$ cat src/rtl/adam_aes_cbc_driver.sv
// adam_aes_cbc_driver
// Command initiator for the AES core. Takes one 128-bit block at a time from
// a valid/ready stream, applies ECB or CBC chaining around a single core
// operation, and returns the result on an output valid/ready stream.
// Optional build macro ADAM_AES_CBC_DRV_CNT_EN adds a 32-bit blk_count output
// that counts completed output handshakes and clears on an accepted iv_load.
//
// state | meaning
// IDLE  | waiting for an input block or an iv_load
// ISSUE | core_block set up, waiting for core_ready to pulse core_start
// WAIT  | core running, waiting for core_ready && core_result_valid
// OUT   | result presented, waiting for out_ready
`timescale 1ns/1ps
module adam_aes_cbc_driver (
  input  logic         clk,
  input  logic         reset_n,
  input  logic         cfg_cbc,
  input  logic         cfg_encdec,
  input  logic [127:0] iv,
  input  logic         iv_load,
  input  logic         in_valid,
  output logic         in_ready,
  input  logic [127:0] in_data,
  input  logic         in_last,
  output logic         out_valid,
  input  logic         out_ready,
  output logic [127:0] out_data,
  output logic         out_last,
  output logic         busy,
  output logic         core_start,
  output logic         core_encdec,
  output logic [127:0] core_block,
  input  logic         core_ready,
  input  logic         core_result_valid,
  input  logic [127:0] core_result
`ifdef ADAM_AES_CBC_DRV_CNT_EN
  ,
  output logic [31:0]  blk_count
`endif
);

  localparam logic [1:0] ST_IDLE  = 2'd0;
  localparam logic [1:0] ST_ISSUE = 2'd1;
  localparam logic [1:0] ST_WAIT  = 2'd2;
  localparam logic [1:0] ST_OUT   = 2'd3;

  logic [1:0]   state;
  logic [127:0] chain;
  logic [127:0] din;
  logic         cbc_q;
  logic         accept;
  logic         done;
  logic         iv_take;

  // in_ready is gated by reset_n so it reads 0 while reset is held.
  assign in_ready    = reset_n && (state == ST_IDLE) && !iv_load;
  assign accept      = in_valid && in_ready;
  assign iv_take     = (state == ST_IDLE) && iv_load;
  assign core_start  = (state == ST_ISSUE) && core_ready;
  assign done        = (state == ST_WAIT) && core_ready && core_result_valid;
  assign out_valid   = (state == ST_OUT);
  assign busy        = (state != ST_IDLE);

  // Sequencing: one block in flight, IDLE -> ISSUE -> WAIT -> OUT -> IDLE.
  always_ff @(posedge clk or negedge reset_n) begin
    if (!reset_n) begin
      state <= ST_IDLE;
    end else begin
      case (state)
        ST_IDLE:  if (accept)     state <= ST_ISSUE;
        ST_ISSUE: if (core_ready) state <= ST_WAIT;
        ST_WAIT:  if (done)       state <= ST_OUT;
        ST_OUT:   if (out_ready)  state <= ST_IDLE;
        default:                  state <= ST_IDLE;
      endcase
    end
  end

  // Datapath: latch the block and mode at accept, apply chaining around the core.
  always_ff @(posedge clk or negedge reset_n) begin
    if (!reset_n) begin
      chain       <= '0;
      din         <= '0;
      cbc_q       <= 1'b0;
      core_encdec <= 1'b0;
      core_block  <= '0;
      out_data    <= '0;
      out_last    <= 1'b0;
    end else begin
      if (iv_take) begin
        chain <= iv;
      end
      if (accept) begin
        cbc_q       <= cfg_cbc;
        core_encdec <= cfg_encdec;
        out_last    <= in_last;
        din         <= in_data;
        core_block  <= (cfg_cbc && cfg_encdec) ? (in_data ^ chain) : in_data;
      end
      if (done) begin
        if (core_encdec) begin
          out_data <= core_result;
        end else begin
          out_data <= cbc_q ? (core_result ^ chain) : core_result;
        end
        // Chain follows the ciphertext: core output on encrypt, input on decrypt.
        if (cbc_q) begin
          chain <= core_encdec ? core_result : din;
        end
      end
    end
  end

`ifdef ADAM_AES_CBC_DRV_CNT_EN
  // Output block counter; iv_load restarts it for a new message sequence.
  always_ff @(posedge clk or negedge reset_n) begin
    if (!reset_n) begin
      blk_count <= '0;
    end else if (iv_take) begin
      blk_count <= '0;
    end else if (out_valid && out_ready) begin
      blk_count <= blk_count + 32'd1;
    end
  end
`endif

endmodule

$ cat config.mk
export PLATFORM = sky130hd
export DESIGN_NAME = adam_aes_cbc_driver
export DESIGN_NICKNAME = d
export VERILOG_FILES = /design/src/rtl/adam_aes_cbc_driver.sv
export SDC_FILE = /design/constraint.sdc
export NUM_CORES = 1
export LEC_CHECK = 0
export CAP_MARGIN = 15
export CORE_ASPECT_RATIO = 0.5
export CORE_MARGIN = 10
export CORE_UTILIZATION = 50
export DETAILED_ROUTE_END_ITERATION = 8
export GPL_ROUTABILITY_DRIVEN = 1
export PLACE_DENSITY = 0.82
export SYNTH_ARGS = -nofsm -noshare
export SYNTH_HDL_FRONTEND = slang
export SYNTH_SLANG_ARGS = --single-unit
$ cat constraint.sdc
create_clock -name clk -period 4.87 [get_ports clk]
set_input_delay 0.7305 -clock clk [delete_from_list [all_inputs] [get_ports clk]]
set_output_delay 0.7305 -clock clk [all_outputs]
set_load 0.03 [all_outputs]
==> impl_metrics.tcl, run 1 <==
set metrics [dict create \
    status "finished, final reports clean" \
    routed-via-count 21100 \
    global_route_wire_length_before_repair_um 133000 \
    cts_max_path_buffers 3 \
    cts_num_sinks 517 \
    p_per_area_nw_per_um2 645 \
    routed_via_density 5.55 \
    min_period_over_period_pct 66.0 \
    tightest_slew_ns 1.17 \
    yosys_warning_total 0 \
    synth.cell_area_um2 24800 \
    cap_viol_max_count 0 \
    ios 656 \
    area_of_the_die_um2 59400 \
    post-cts-setup-buffer-count 0 \
    postCtsResizedCells 0 \
    multiInputGateArea_um2 11000 \
    cts_inserted_buffers 48 \
    detail_route.drc_violations 0 \
    report.final.slew_viol_count 0 \
    critical_path_required_ns 4.14 \
    floorplan.initialDensity_pct 50.8 \
    timing.hold.worst.class "in -> async" \
    storage_element_area_um2 12900 \
    clock_tree.htree_level_count 2 \
    grt_max_degree 158 \
    groute.usage.overall_pct 29.2 \
    synth_flop_cell "dfrtp_1" \
    post_synth_num_cell_types 24 \
    number_of_global_route_vias_before_repair 21400 \
    postLayoutCoreUtil_pct 68.9 \
    synth_top_cells_by_count "nand2_1, dfrtp_1, o21ai_0, xor2_1, nor2b_1" \
    crit_path_max_fanout 6 \
    number_of_enable_type_register_cells_in_the_synthesized_netlist 0 \
    yosysTopAreaCellShare_pct 52.2 \
    relative_slew_slack_pct 22.3 \
    post_synth_inst_count 2520 \
    worst-endpoint-arrival_ns 2.48 \
    finalWirelength_um 90600 \
    clk_root_buffer_cell "clkbuf_16" \
    gpl_wtd_cong 0.945 \
    synth_async_sr_flop_share_pct 100 \
    chipHeight_um 177 \
    finClkSkew_ns 0.0261 \
    clkTransAtPathRegs_ns 0.07 \
    mappedNetlistNets 2918 \
    maxClockFrequency_ghz 0.311 \
    synth_most_common_cell "nand2_1" \
    postRouteAntennaNets 0 \
    numPortBuffers 655 \
    path_class "reg -> out" \
    synth_area_leader_cell "dfrtp_1" \
    timing.setup.tns_ns 0 \
    critPathLaunchType "flop" \
    cts_hold_fix_bufs 0 \
    setup_repair_after_global_routing_missed_its_margin "false" \
    core_area_um2 48800 \
    wl_per_cell_um 23.8 \
    final-hold-violation-count 0 \
    gr-total-overflow 0 \
    syn_area_per_cell_um2 9.83 \
    power.ir.vdd_worst_mv 0.422 \
    post_route_cells_drive_above_1_share_pct 8.35 \
    dieWidth_um 335 \
    total_leakage_power_uw 0.0143 \
    critPathCaptureType "output pin" \
    finalNetCount 3475 \
    core.rowCount 57 \
    place_hpwl_um 63800 \
    fillerInstances 3661 \
    synth.area.top_cells "dfrtp_1, nand2_1, xor2_1" \
    layout-area-overhead-vs-synth_pct 35.7 \
    timing.final.setup_violations 0 \
    cts_tree "yes" \
    clk_latency_ns 0.58 \
    antenna_found_initial 43 \
    finalCriticalPeriod_ns 3.21 \
    drt_pass1_iterations 7 \
    ys_ff_latch 517 \
    synth_seq_area_share_pct 52.2 \
    drtIter0Drc 1642 \
]
-- worst max-delay path: stages (launching register included) --
cell             delay [ns]
dfrtp_1                0.41
inv_1                  0.11
ha_1                   0.37
and3b_2                0.31
clkdlybuf4s50_1        0.70
-- cells in the final DEF, fill, tap and decap left out, types with 2 or more instances in the layout --
| master | instances |
|---|---|
| nand2_1 | 768 |
| clkdlybuf4s50_1 | 654 |
| dfrtp_1 | 516 |
| o21ai_0 | 257 |
| xor2_1 | 256 |
| nor2b_1 | 129 |
| a211oi_1 | 128 |
| a31oi_1 | 128 |
| mux2_4 | 91 |
| clkbuf_16 | 50 |
| diode_2 | 44 |
| mux2_2 | 41 |
| buf_4 | 18 |
| clkbuf_8 | 15 |
| buf_12 | 15 |
| clkinv_2 | 7 |
| bufinv_16 | 5 |
| inv_1 | 4 |
| ha_1 | 4 |
| clkinvlp_4 | 4 |
| clkbuf_1 | 4 |
| and2_1 | 2 |
| a21oi_1 | 2 |
| nand2_4 | 2 |
| and2_4 | 2 |
| clkinv_4 | 2 |
-- registers in the layout, summed over array words and instances, names as in the netlist --
register	cells
din	128
state	2
chain	128
cbc_q	1
core_block	128
core_encdec	1
out_data	128
out_last	1
-- routing by layer --
metal / routed length [um] / GRT usage [%] / vias up
met3: 4750 / 4.67 / 294
met4: 6210 / 20.5 / 0
met2: 46100 / 49.5 / 860
met1: 33600 / 33.9 / 10400
met5: 0 / 0 / -
li1: - / - / 9575
-- power breakdown --
group	switching (uW)	internal (uW)
Sequential	1460	6370
Clock	1770	2370
Combinational	5640	4100
Total	8860	12800
-- metrics by stage --
| step | cells | power [uW] | area, um^2 | hold slack (ns) | setup slack, ns |
|---|---|---|---|---|---|
| after global placement | 3675 | 17200 | 31800 | 0.460 | 1.56 |
| after CTS | 3763 | 21700 | 33500 | 0.0218 | 1.59 |
| after detailed placement | 3675 | 17500 | 31800 | 0.469 | 1.44 |
| final | 3808 | 21700 | 33600 | 0.0284 | 1.66 |
| after global routing | 3807 | 22800 | 33600 | 0.0290 | 1.56 |
| after floorplan | 2520 | 13300 | 24800 | 0.435 | 2.85 |
-- cell families (layout without fill, tap and decap cells) --
logic type / Yosys count / after routing / synth area share, %
adders and majority gates: 4 / 4 / 0.202
muxes: 132 / 132 / 7.38
AOI/OAI and AO/OA: 516 / 516 / 12.4
and+or+nand+nor: 909 / 909 / 15.2
xor gates and xnor gates: 256 / 256 / 9.05
DFF: 517 / 517 / 52.2
buffers and inverters: 186 / 781 / 3.60
other: 0 / 44 / 0
-- final timing paths --
kind                                       from         endpoint  slack (ns)  cells past startpoint
worst max-delay path                   state[0]         in_ready        1.66                      4
worst min-delay path                    reset_n   core_block[18]        0.03                      1
worst max register to register         state[0]          din[27]        2.18                      6
worst min register to register  core_block[117]  core_block[117]        0.48                      2
max in group asynchronous               reset_n  core_block[109]        2.94                      3
min in group clk                core_block[117]  core_block[117]        0.48                      2
-- area by class of cell --
cell class                      count  share of cell area, %
Sequential cell                   517                   38.5
Inverter                            4                 0.0447
Clock inverter                     19                  0.740
Tap cell                          649                   2.41
Antenna cell                       44                  0.327
Timing Repair Buffer              689                   20.9
Clock buffer                       69                   4.38
Multi-Input combinational cell   1817                   32.7
No activity file was read; power rests on OpenSTA's default activity.
==> run 2: changes to the inputs <==
--- a/config.mk
+++ b/config.mk
@@ -8,10 +8,10 @@
 export CAP_MARGIN = 15
 export CORE_ASPECT_RATIO = 0.5
 export CORE_MARGIN = 10
-export CORE_UTILIZATION = 50
+export CORE_UTILIZATION = 49
 export DETAILED_ROUTE_END_ITERATION = 8
 export GPL_ROUTABILITY_DRIVEN = 1
-export PLACE_DENSITY = 0.82
+export PLACE_DENSITY = 0.81
 export SYNTH_ARGS = -nofsm -noshare
 export SYNTH_HDL_FRONTEND = slang
 export SYNTH_SLANG_ARGS = --single-unit
==> constraint.sdc (replaced) <==
create_clock -name clk -period 3.4 [get_ports clk]
set_input_delay 0.51 -clock clk [delete_from_list [all_inputs] [get_ports clk]]
set_output_delay 0.51 -clock clk [all_outputs]
set_load 0.03 [all_outputs]
==> impl_metrics.tcl, run 2 (synthesis gave the netlist of run 1 again) <==
set metrics [dict create \
    status "finished, final reports clean" \
    critPathCaptureType "output pin" \
    timing.setup.tns_ns 0 \
    groute.usage.overall_pct 28.8 \
    global_route_wire_length_before_repair_um 133000 \
    critPathLaunchType "flop" \
    cts_hold_fix_bufs 0 \
    finClkSkew_ns 0.0166 \
    floorplan.initialDensity_pct 49.4 \
    drt_pass1_iterations 5 \
    dieWidth_um 338 \
    detail_route.drc_violations 0 \
    final-hold-violation-count 0 \
    layout-area-overhead-vs-synth_pct 35.9 \
    final_cell_count_no_fill 3864 \
    number_of_global_route_vias_before_repair 21700 \
    clkTransAtPathRegs_ns 0.07 \
    report.final.slew_viol_count 0 \
    gpl_wtd_cong 0.962 \
    cap_viol_max_count 0 \
    crit_path_max_fanout 6 \
    post-cts-setup-buffer-count 0 \
    timing.final.setup_violations 0 \
    routed_via_density 5.50 \
    postCtsResizedCells 0 \
    timing.hold.ws_ns 0.0938 \
    timing.hold.worst.class "in -> async" \
    gr-total-overflow 0 \
    worst-endpoint-arrival_ns 2.37 \
    antenna_found_initial 51 \
    min_period_over_period_pct 84.7 \
    clock_tree.htree_level_count 2 \
    maxClockFrequency_ghz 0.347 \
    p_per_area_nw_per_um2 915 \
    core.rowCount 58 \
    cts_num_sinks 517 \
    setup_repair_after_global_routing_missed_its_margin "false" \
    numPortBuffers 655 \
    ios 656 \
    core_area_um2 50100 \
    path_class "reg -> out" \
    wl_per_cell_um 23.3 \
    critical_path_required_ns 2.89 \
    postRouteAntennaNets 0 \
    finalNetCount 3482 \
    cts_max_path_buffers 3 \
    place_hpwl_um 63800 \
    fillerInstances 3830 \
    grt_max_degree 181 \
    multiInputGateArea_um2 11000 \
    post-place-cells 3725 \
    total_leakage_power_uw 0.0143 \
    power.ir.vdd_worst_mv 0.527 \
    layout.cells.most_common_list "nand2_1, clkdlybuf4s50_1, dfrtp_1" \
    postLayoutCoreUtil_pct 67.2 \
    clk_root_buffer_cell "clkbuf_16" \
    cts_inserted_buffers 47 \
    cts_tree "yes" \
    storage_element_area_um2 12900 \
    chipHeight_um 179 \
    total_power_uw 30800 \
    routed-via-count 21200 \
    area_of_the_die_um2 60500 \
    finalWirelength_um 90200 \
    drtIter0Drc 1867 \
    post_route_cells_drive_above_1_share_pct 8.30 \
    tightest_slew_ns 1.06 \
    finalCriticalPeriod_ns 2.88 \
    relative_slew_slack_pct 29.5 \
    layout.cells.most_common "nand2_1" \
    clk_latency_ns 0.56 \
]
[run 2: power breakdown]
| group | switching [uW] | leakage [uW] | total, uW | internal, uW |
|---|---|---|---|---|
| Sequential | 2010 | 0.00640 | 11100 | 9120 |
| Combinational | 8220 | 0.00715 | 14200 | 5930 |
| Clock | 2450 | 0.000762 | 5510 | 3060 |
| Total | 12700 | 0.0143 | 30800 | 18100 |
[run 2: final cells by class]
| cell class | count | area share (%) |
|---|---|---|
| sequential | 517 | 38.4 |
| multi-input combinational | 1817 | 32.7 |
| timing repair buffer | 697 | 21.3 |
| clock buffer | 67 | 4.11 |
| tap | 690 | 2.56 |
| clock inverter | 17 | 0.516 |
| antenna | 55 | 0.409 |
| inverter | 4 | 0.0446 |
[run 2: path summary, 6_finish.rpt]
kind	startpoint	to	slack, ns	depth (start not counted)
worst min register to register	out_data[104]	out_data[104]	0.48	2
worst min-delay path	reset_n	core_block[69]	0.09	2
min in group clk	out_data[104]	out_data[104]	0.48	2
max in group asynchronous	reset_n	chain[44]	1.97	3
worst max register to register	state[0]	din[98]	1.05	6
worst max-delay path	state[0]	in_ready	0.52	4
[run 2: layer usage]
metal	track usage [%]	vias up	part of all wire, %
met5	0	-	0.038
met4	23.2	4	8.1
met3	5.10	344	5.7
met2	46.8	841	49
met1	33.6	10500	37
li1	-	9595	-
[run 2: metrics by stage]
stage                     setup slack (ns)  cell area, um^2
final                                0.520            33700
after global routing                 0.428            33700
after CTS                            0.498            33500
after detailed placement             0.804            32000
after global placement               0.833            32000
after floorplan                       1.44            24800
[run 2: worst max-delay path, stage by stage (launching register included)]
cell and delay, ns:
dfrtp_1 0.41, inv_1 0.11, ha_1 0.31, and3b_2 0.30, clkdlybuf4s50_1 0.69
